### src/rtl/cache_arb_pkg.sv
// Shared types for the two-port cache arbiter: FSM states, port id and a
// saturating counter helper.
package cache_arb_pkg;

  localparam int NUM_PORTS = 2;

  typedef logic [0:0] port_id_t;

  typedef enum logic {
    ARB_IDLE = 1'b0,
    ARB_OWN  = 1'b1
  } arb_state_t;

  function automatic logic [31:0] sat_inc32(input logic [31:0] v);
    return (v == 32'hFFFF_FFFF) ? v : v + 32'd1;
  endfunction

endpackage

### src/rtl/rr_pick2.sv
// Two-way picker: a lone requester wins; a contest goes to the port that did
// not win last time, or always to port 1 when FIXED_PRIO is set.
module rr_pick2
  import cache_arb_pkg::*;
#(
  parameter int FIXED_PRIO = 0
) (
  input  logic [NUM_PORTS-1:0] i_req,
  input  port_id_t             i_last_grant,
  output port_id_t             o_winner
);

  always_comb begin
    o_winner = 1'b0;
    if (&i_req) begin
      if (FIXED_PRIO != 0) o_winner = 1'b1;
      else                 o_winner = ~i_last_grant;
    end else if (i_req[1]) begin
      o_winner = 1'b1;
    end
  end

endmodule

### src/rtl/cache_port_arbiter.sv
// Shares one cache between fetch (port 0) and load/store (port 1), holding the
// grant across a miss. Optional perf counters under CACHE_ARB_PERF_CNT_EN.
module cache_port_arbiter
  import cache_arb_pkg::*;
#(
  parameter int ADDR_W     = 32,
  parameter int DATA_W     = 32,
  parameter int FIXED_PRIO = 0
) (
  input  logic              clk,
  input  logic              rst,
  input  logic              p0_rd_req,
  input  logic              p0_wr_req,
  input  logic [ADDR_W-1:0] p0_addr,
  input  logic [DATA_W-1:0] p0_wr_data,
  output logic              p0_stall,
  output logic              p0_rd_valid,
  output logic [DATA_W-1:0] p0_rd_data,
  input  logic              p1_rd_req,
  input  logic              p1_wr_req,
  input  logic [ADDR_W-1:0] p1_addr,
  input  logic [DATA_W-1:0] p1_wr_data,
  output logic              p1_stall,
  output logic              p1_rd_valid,
  output logic [DATA_W-1:0] p1_rd_data,
  output logic [ADDR_W-1:0] c_addr,
  output logic              c_rd_req,
  output logic              c_wr_req,
  output logic [DATA_W-1:0] c_wr_data,
  input  logic              c_miss,
  input  logic [DATA_W-1:0] c_rd_data
`ifdef CACHE_ARB_PERF_CNT_EN
  ,
  output logic [31:0]       p0_acc_cnt,
  output logic [31:0]       p1_acc_cnt,
  output logic [31:0]       p0_stall_cnt,
  output logic [31:0]       p1_stall_cnt
`endif
);

  logic [NUM_PORTS-1:0] w_req;
  arb_state_t           r_state, w_state_nxt;
  port_id_t             r_owner, r_last_grant, w_winner, w_port, r_pend_port;
  logic                 w_drive, w_accept, w_port_rd, w_port_wr, r_rd_pend;
  logic [DATA_W-1:0]    r_rd_data0, r_rd_data1;

  assign w_req = {p1_rd_req | p1_wr_req, p0_rd_req | p0_wr_req};

  rr_pick2 #(.FIXED_PRIO(FIXED_PRIO)) u_pick (
    .i_req        (w_req),
    .i_last_grant (r_last_grant),
    .o_winner     (w_winner)
  );

  always_ff @(posedge clk or negedge rst) begin
    if (!rst) r_state <= ARB_IDLE;
    else      r_state <= w_state_nxt;
  end

  // In OWN only the owner may reach the cache; if it drops its request we
  // fall back to IDLE without an accept.
  always_comb begin
    w_state_nxt = r_state;
    w_port      = w_winner;
    w_drive     = 1'b0;
    if (r_state == ARB_IDLE) begin
      w_drive = |w_req;
      if (w_drive && c_miss) w_state_nxt = ARB_OWN;
    end else begin
      w_port  = r_owner;
      w_drive = w_req[r_owner];
      if (!w_drive || !c_miss) w_state_nxt = ARB_IDLE;
    end
    if (!rst) w_drive = 1'b0;
  end

  assign w_accept  = w_drive & ~c_miss;
  assign w_port_rd = w_port ? p1_rd_req : p0_rd_req;
  assign w_port_wr = w_port ? p1_wr_req : p0_wr_req;

  assign c_rd_req  = w_drive & w_port_rd;
  assign c_wr_req  = w_drive & w_port_wr;
  assign c_addr    = w_drive ? (w_port ? p1_addr : p0_addr) : '0;
  assign c_wr_data = w_drive ? (w_port ? p1_wr_data : p0_wr_data) : '0;

  assign p0_stall  = w_req[0] & ~(w_accept & (w_port == 1'b0));
  assign p1_stall  = w_req[1] & ~(w_accept & (w_port == 1'b1));

  always_ff @(posedge clk or negedge rst) begin
    if (!rst) begin
      r_owner      <= 1'b0;
      r_last_grant <= 1'b1;
      r_rd_pend    <= 1'b0;
      r_pend_port  <= 1'b0;
    end else begin
      if (r_state == ARB_IDLE && w_drive && c_miss) r_owner <= w_port;
      if (w_accept) r_last_grant <= w_port;
      r_rd_pend <= w_accept & w_port_rd;
      if (w_accept && w_port_rd) r_pend_port <= w_port;
    end
  end

  // Cache data arrives the cycle after accept; pass it straight through and
  // keep a copy so rd_data holds between returns.
  always_ff @(posedge clk or negedge rst) begin
    if (!rst) begin
      r_rd_data0 <= '0;
      r_rd_data1 <= '0;
    end else if (r_rd_pend) begin
      if (r_pend_port == 1'b0) r_rd_data0 <= c_rd_data;
      else                     r_rd_data1 <= c_rd_data;
    end
  end

  assign p0_rd_valid = r_rd_pend & (r_pend_port == 1'b0);
  assign p1_rd_valid = r_rd_pend & (r_pend_port == 1'b1);
  assign p0_rd_data  = p0_rd_valid ? c_rd_data : r_rd_data0;
  assign p1_rd_data  = p1_rd_valid ? c_rd_data : r_rd_data1;

`ifdef CACHE_ARB_PERF_CNT_EN
  always_ff @(posedge clk or negedge rst) begin
    if (!rst) begin
      p0_acc_cnt   <= '0;
      p1_acc_cnt   <= '0;
      p0_stall_cnt <= '0;
      p1_stall_cnt <= '0;
    end else begin
      if (w_accept && w_port == 1'b0) p0_acc_cnt <= sat_inc32(p0_acc_cnt);
      if (w_accept && w_port == 1'b1) p1_acc_cnt <= sat_inc32(p1_acc_cnt);
      if (w_req[0] && p0_stall)       p0_stall_cnt <= sat_inc32(p0_stall_cnt);
      if (w_req[1] && p1_stall)       p1_stall_cnt <= sat_inc32(p1_stall_cnt);
    end
  end
`endif

endmodule

### config.mk
export PLATFORM = sky130hd
export DESIGN_NAME = cache_port_arbiter
export DESIGN_NICKNAME = d
export VERILOG_FILES = /design/src/rtl/cache_arb_pkg.sv /design/src/rtl/rr_pick2.sv /design/src/rtl/cache_port_arbiter.sv
export SDC_FILE = /design/constraint.sdc
export NUM_CORES = 1
export LEC_CHECK = 0
export CAP_MARGIN = 40
export CORE_ASPECT_RATIO = 2
export CORE_UTILIZATION = 34
export CTS_CLUSTER_SIZE = 10
export DETAILED_ROUTE_END_ITERATION = 8
export HOLD_SLACK_MARGIN = 0.02
export PLACE_DENSITY = 0.85
export SETUP_SLACK_MARGIN = 0.3
export SYNTH_ARGS = -nofsm -noshare
export SYNTH_HDL_FRONTEND = slang
export SYNTH_SLANG_ARGS = --single-unit
### constraint.sdc
create_clock -name clk -period 1.8 [get_ports clk]
set_input_delay 0.36 -clock clk [delete_from_list [all_inputs] [get_ports clk]]
set_output_delay 0.36 -clock clk [all_outputs]
set_load 0.03 [all_outputs]
==> impl_metrics.yaml <==
finish:
  n_fill_cell: 632
  multi_input_area_um2: 4060
  register_area_um2: 1730
  post-route-util_pct: 86.9
  nNetsFinal: 1094
  area_growth_pct: 151
  finalNonFillerCells: 1127
  final_layout_size_suffix_gt1_share_pct: 52.9
worst_setup_path:
  arrival_ps: 2230
  r2r.worst_path.cells: 7
  cp_max_fo: 6
  critPathRequiredTime_ps: 1440
  critical_path.endpoint_type: "output pin"
  worstSetupPathType: "register to output pin"
  setup.worst_path.start_class: "register"
timing:
  layout_min_cycle_time_ps: 2590
  setup_viol_count_final: 135
  tightest_slew_ps: 674
  hold_violations: 0
  drv_slew: 0
  finalCritPeriodShare_pct: 144
  worst_slack_ps: -792
  setup_tns_ps: -71370
  skew_ps: 9.33
  maxSlewHeadroom_pct: 55.1
  rsz0062_at_grt: "true"
  max_freq_ghz: 0.386
power_and_ir_drop:
  p_seq_share_pct: 16.5
  leakage_nw: 4.89
  total_power_mw: 16.3
  p_per_area_nw_per_um2: 1350
  power_frac_clock_pct: 12.7
  power_frac_comb_pct: 70.8
  swShare_pct: 43.5
  cellInternalPower_mw: 9.18
  ir_drop_mv: 0.645
  p_sw_mw: 7.08
placed_design:
  port_buffers: 300
  hpwlAfterDp_mm: 16.1
  numPlacedInstances: 976
  post-place-ws_ps: -1110
  place.gp.congestion: 0.838
routing:
  drtAntennaViolNets: 0
  via_count: 7256
  dr.pass1.iters: 6
  remaining_drc_errors: 0
  drt_iter0_drc: 811
  post_drt_wl_per_cell_um: 29.8
  drt-total-wl_mm: 33.6
  vias_per_cell: 6.44
grt:
  grt_usage_pct: 38.0
  grt_pass1_vias: 7149
  grt_pass1_wl_mm: 41.8
  grt_max_degree: 71
  overflow: 0
  antenna_found_initial: 4
synth:
  synthesis.area_um2: 4810
  syn_nets: 668
  postSynthAreaPerCell_um2: 9.61
  ys_ff_latch: 69
  syn_inst: 501
  ys_warn_count: 0
  ys_seq_area_share_pct: 35.9
  synth_cell_types: 32
floorplanning:
  num_rows: 61
  die_h_um: 170
  die_w_um: 86.1
  io_pins: 301
  core_area_um2: 13900
  start_util_pct: 34.7
  dieArea_um2: 14700
run:
  drv.max_cap_violation_count: 0
clocking:
  clock_path_buffers: 2
  clk_pin_slew_ps: 70
  tritoncts.num_buffers: 9
  clock-sinks: 69
  worstSkewPairLatency_ps: 360
  cts_tree: "yes"
  root_buffer: "clkbuf_16"
  h-tree-depth: 3
status:
  status: "finished, violations left"
  violations: "negative setup slack"
hold_path:
  hold_class: "input pin to async pin"
## cells in the mapped netlist, drive strengths merged
cell type	number	area share (%)
nand2b	3	0.39
nand2	2	0.16
a21oi	5	0.52
a2bb2oi	1	0.18
clkbuf	47	3.7
dfrtp	68	35
o211ai	69	11
a31oi	65	8.4
nor2b	1	0.13
buf	26	3.2
a211oi	1	0.16
dfstp	1	0.55
o211a	3	0.62
or4b	1	0.29
nand3b	1	0.16
or2	1	0.13
o21bai	1	0.16
o31ai	1	0.16
o21ai	3	0.31
nand4b	64	12
inv	2	0.16
nand3	64	6.7
a21boi	1	0.16
mux2	65	15
o21a	3	0.47
nor2	2	0.16
## metal layers
metal | vias to the layer above | track usage (%) | routed length (um)
met5 | - | 0 | 0
met4 | 0 | 23.2 | 2420
met3 | 214 | 9.60 | 3170
met2 | 615 | 67.9 | 16800
met1 | 3552 | 38.9 | 11100
li1 | 2875 | - | -
## through the flow
step | instance area (um^2) | hold WS, ps
after global placement | 9400 | 474
after global routing | 12100 | 369
after floorplan | 6010 | 64.4
after detailed placement | 9400 | 481
final | 12100 | 311
after CTS | 11300 | 287
## power groups by stage
stage                     Sequential (mW)  Clock (mW)  Combinational [mW]
after global routing                 2.68        2.14                11.8
after floorplan                      2.44           0                5.12
after detailed placement             2.55           0                8.16
final                                2.69        2.06                11.5
after CTS                            2.54        1.96                9.86
after global placement               2.47           0                7.94
## area by class of cell
type	count	share of cell area, %
Inverter	2	0.0829
Timing Repair Buffer	488	47.2
Tap cell	189	1.96
Sequential cell	69	14.4
Clock inverter	7	0.798
Multi-Input combinational cell	357	33.6
Clock buffer	9	1.87
Antenna cell	6	0.124
## registers in the layout (all words and copies together), names as in the netlist
| name | flops |
|---|---|
| r_owner | 1 |
| r_rd_pend | 1 |
| r_pend_port | 1 |
| r_last_grant | 1 |
| r_state | 1 |
| r_rd_data1 | 32 |
| r_rd_data0 | 32 |
## path summary, 6_finish.rpt
path	slack, ps	from	endpoint
setup / recovery	-790	r_state$_DFF_PN0_	c_wr_data[20]
hold / removal	310	rst	r_rd_data0[12]$_DFFE_PN0P_
setup reg to reg	-70	r_state$_DFF_PN0_	r_rd_pend$_DFF_PN0_
hold reg to reg	510	r_rd_data0[23]$_DFFE_PN0P_	r_rd_data0[23]$_DFFE_PN0P_
max in group asynchronous	990	rst	r_state$_DFF_PN0_
min in group clk	510	r_rd_data0[23]$_DFFE_PN0P_	r_rd_data0[23]$_DFFE_PN0P_
## cells in the final DEF (no fill, tap or decap), drive strengths merged, types with 4 or more instances in the layout
cell           netlist  layout
inv                  2       4
o211ai              69      69
buf                 26     317
diode                0       6
dfrtp               68      68
a21oi                5       5
clkbuf              47      14
mux2                65      65
nand4b              64      64
clkdlybuf4s50        0     161
nand3               64      64
a31oi               65      65
## kinds of logic (layout without fill, tap and decap cells)
group	count (synthesis)	in the layout	share of synthesized area, %
compound gates	153	153	22.0
simple gates	139	139	19.7
buf+inv	75	506	7.09
flops	69	69	35.9
mux	65	65	15.3
other cells	0	6	0
## critical path: stages, from the launching register on
cell and delay (ps):
dfrtp_4 460, or4b_4 530, o211ai_4 160, buf_6 200, buf_16 140, buf_8 140
a31oi_4 50, buf_6 170
## timing repair
item                       CTS  global route
gates resized for setup    707            77
setup buffers               65            48
hold endpoints to repair     0             0
pin swaps                    5            18
setup endpoints to repair  145           159
cloned                      11             5
hold buffers                 0             0
No activity file was read; power rests on OpenSTA's default activity.
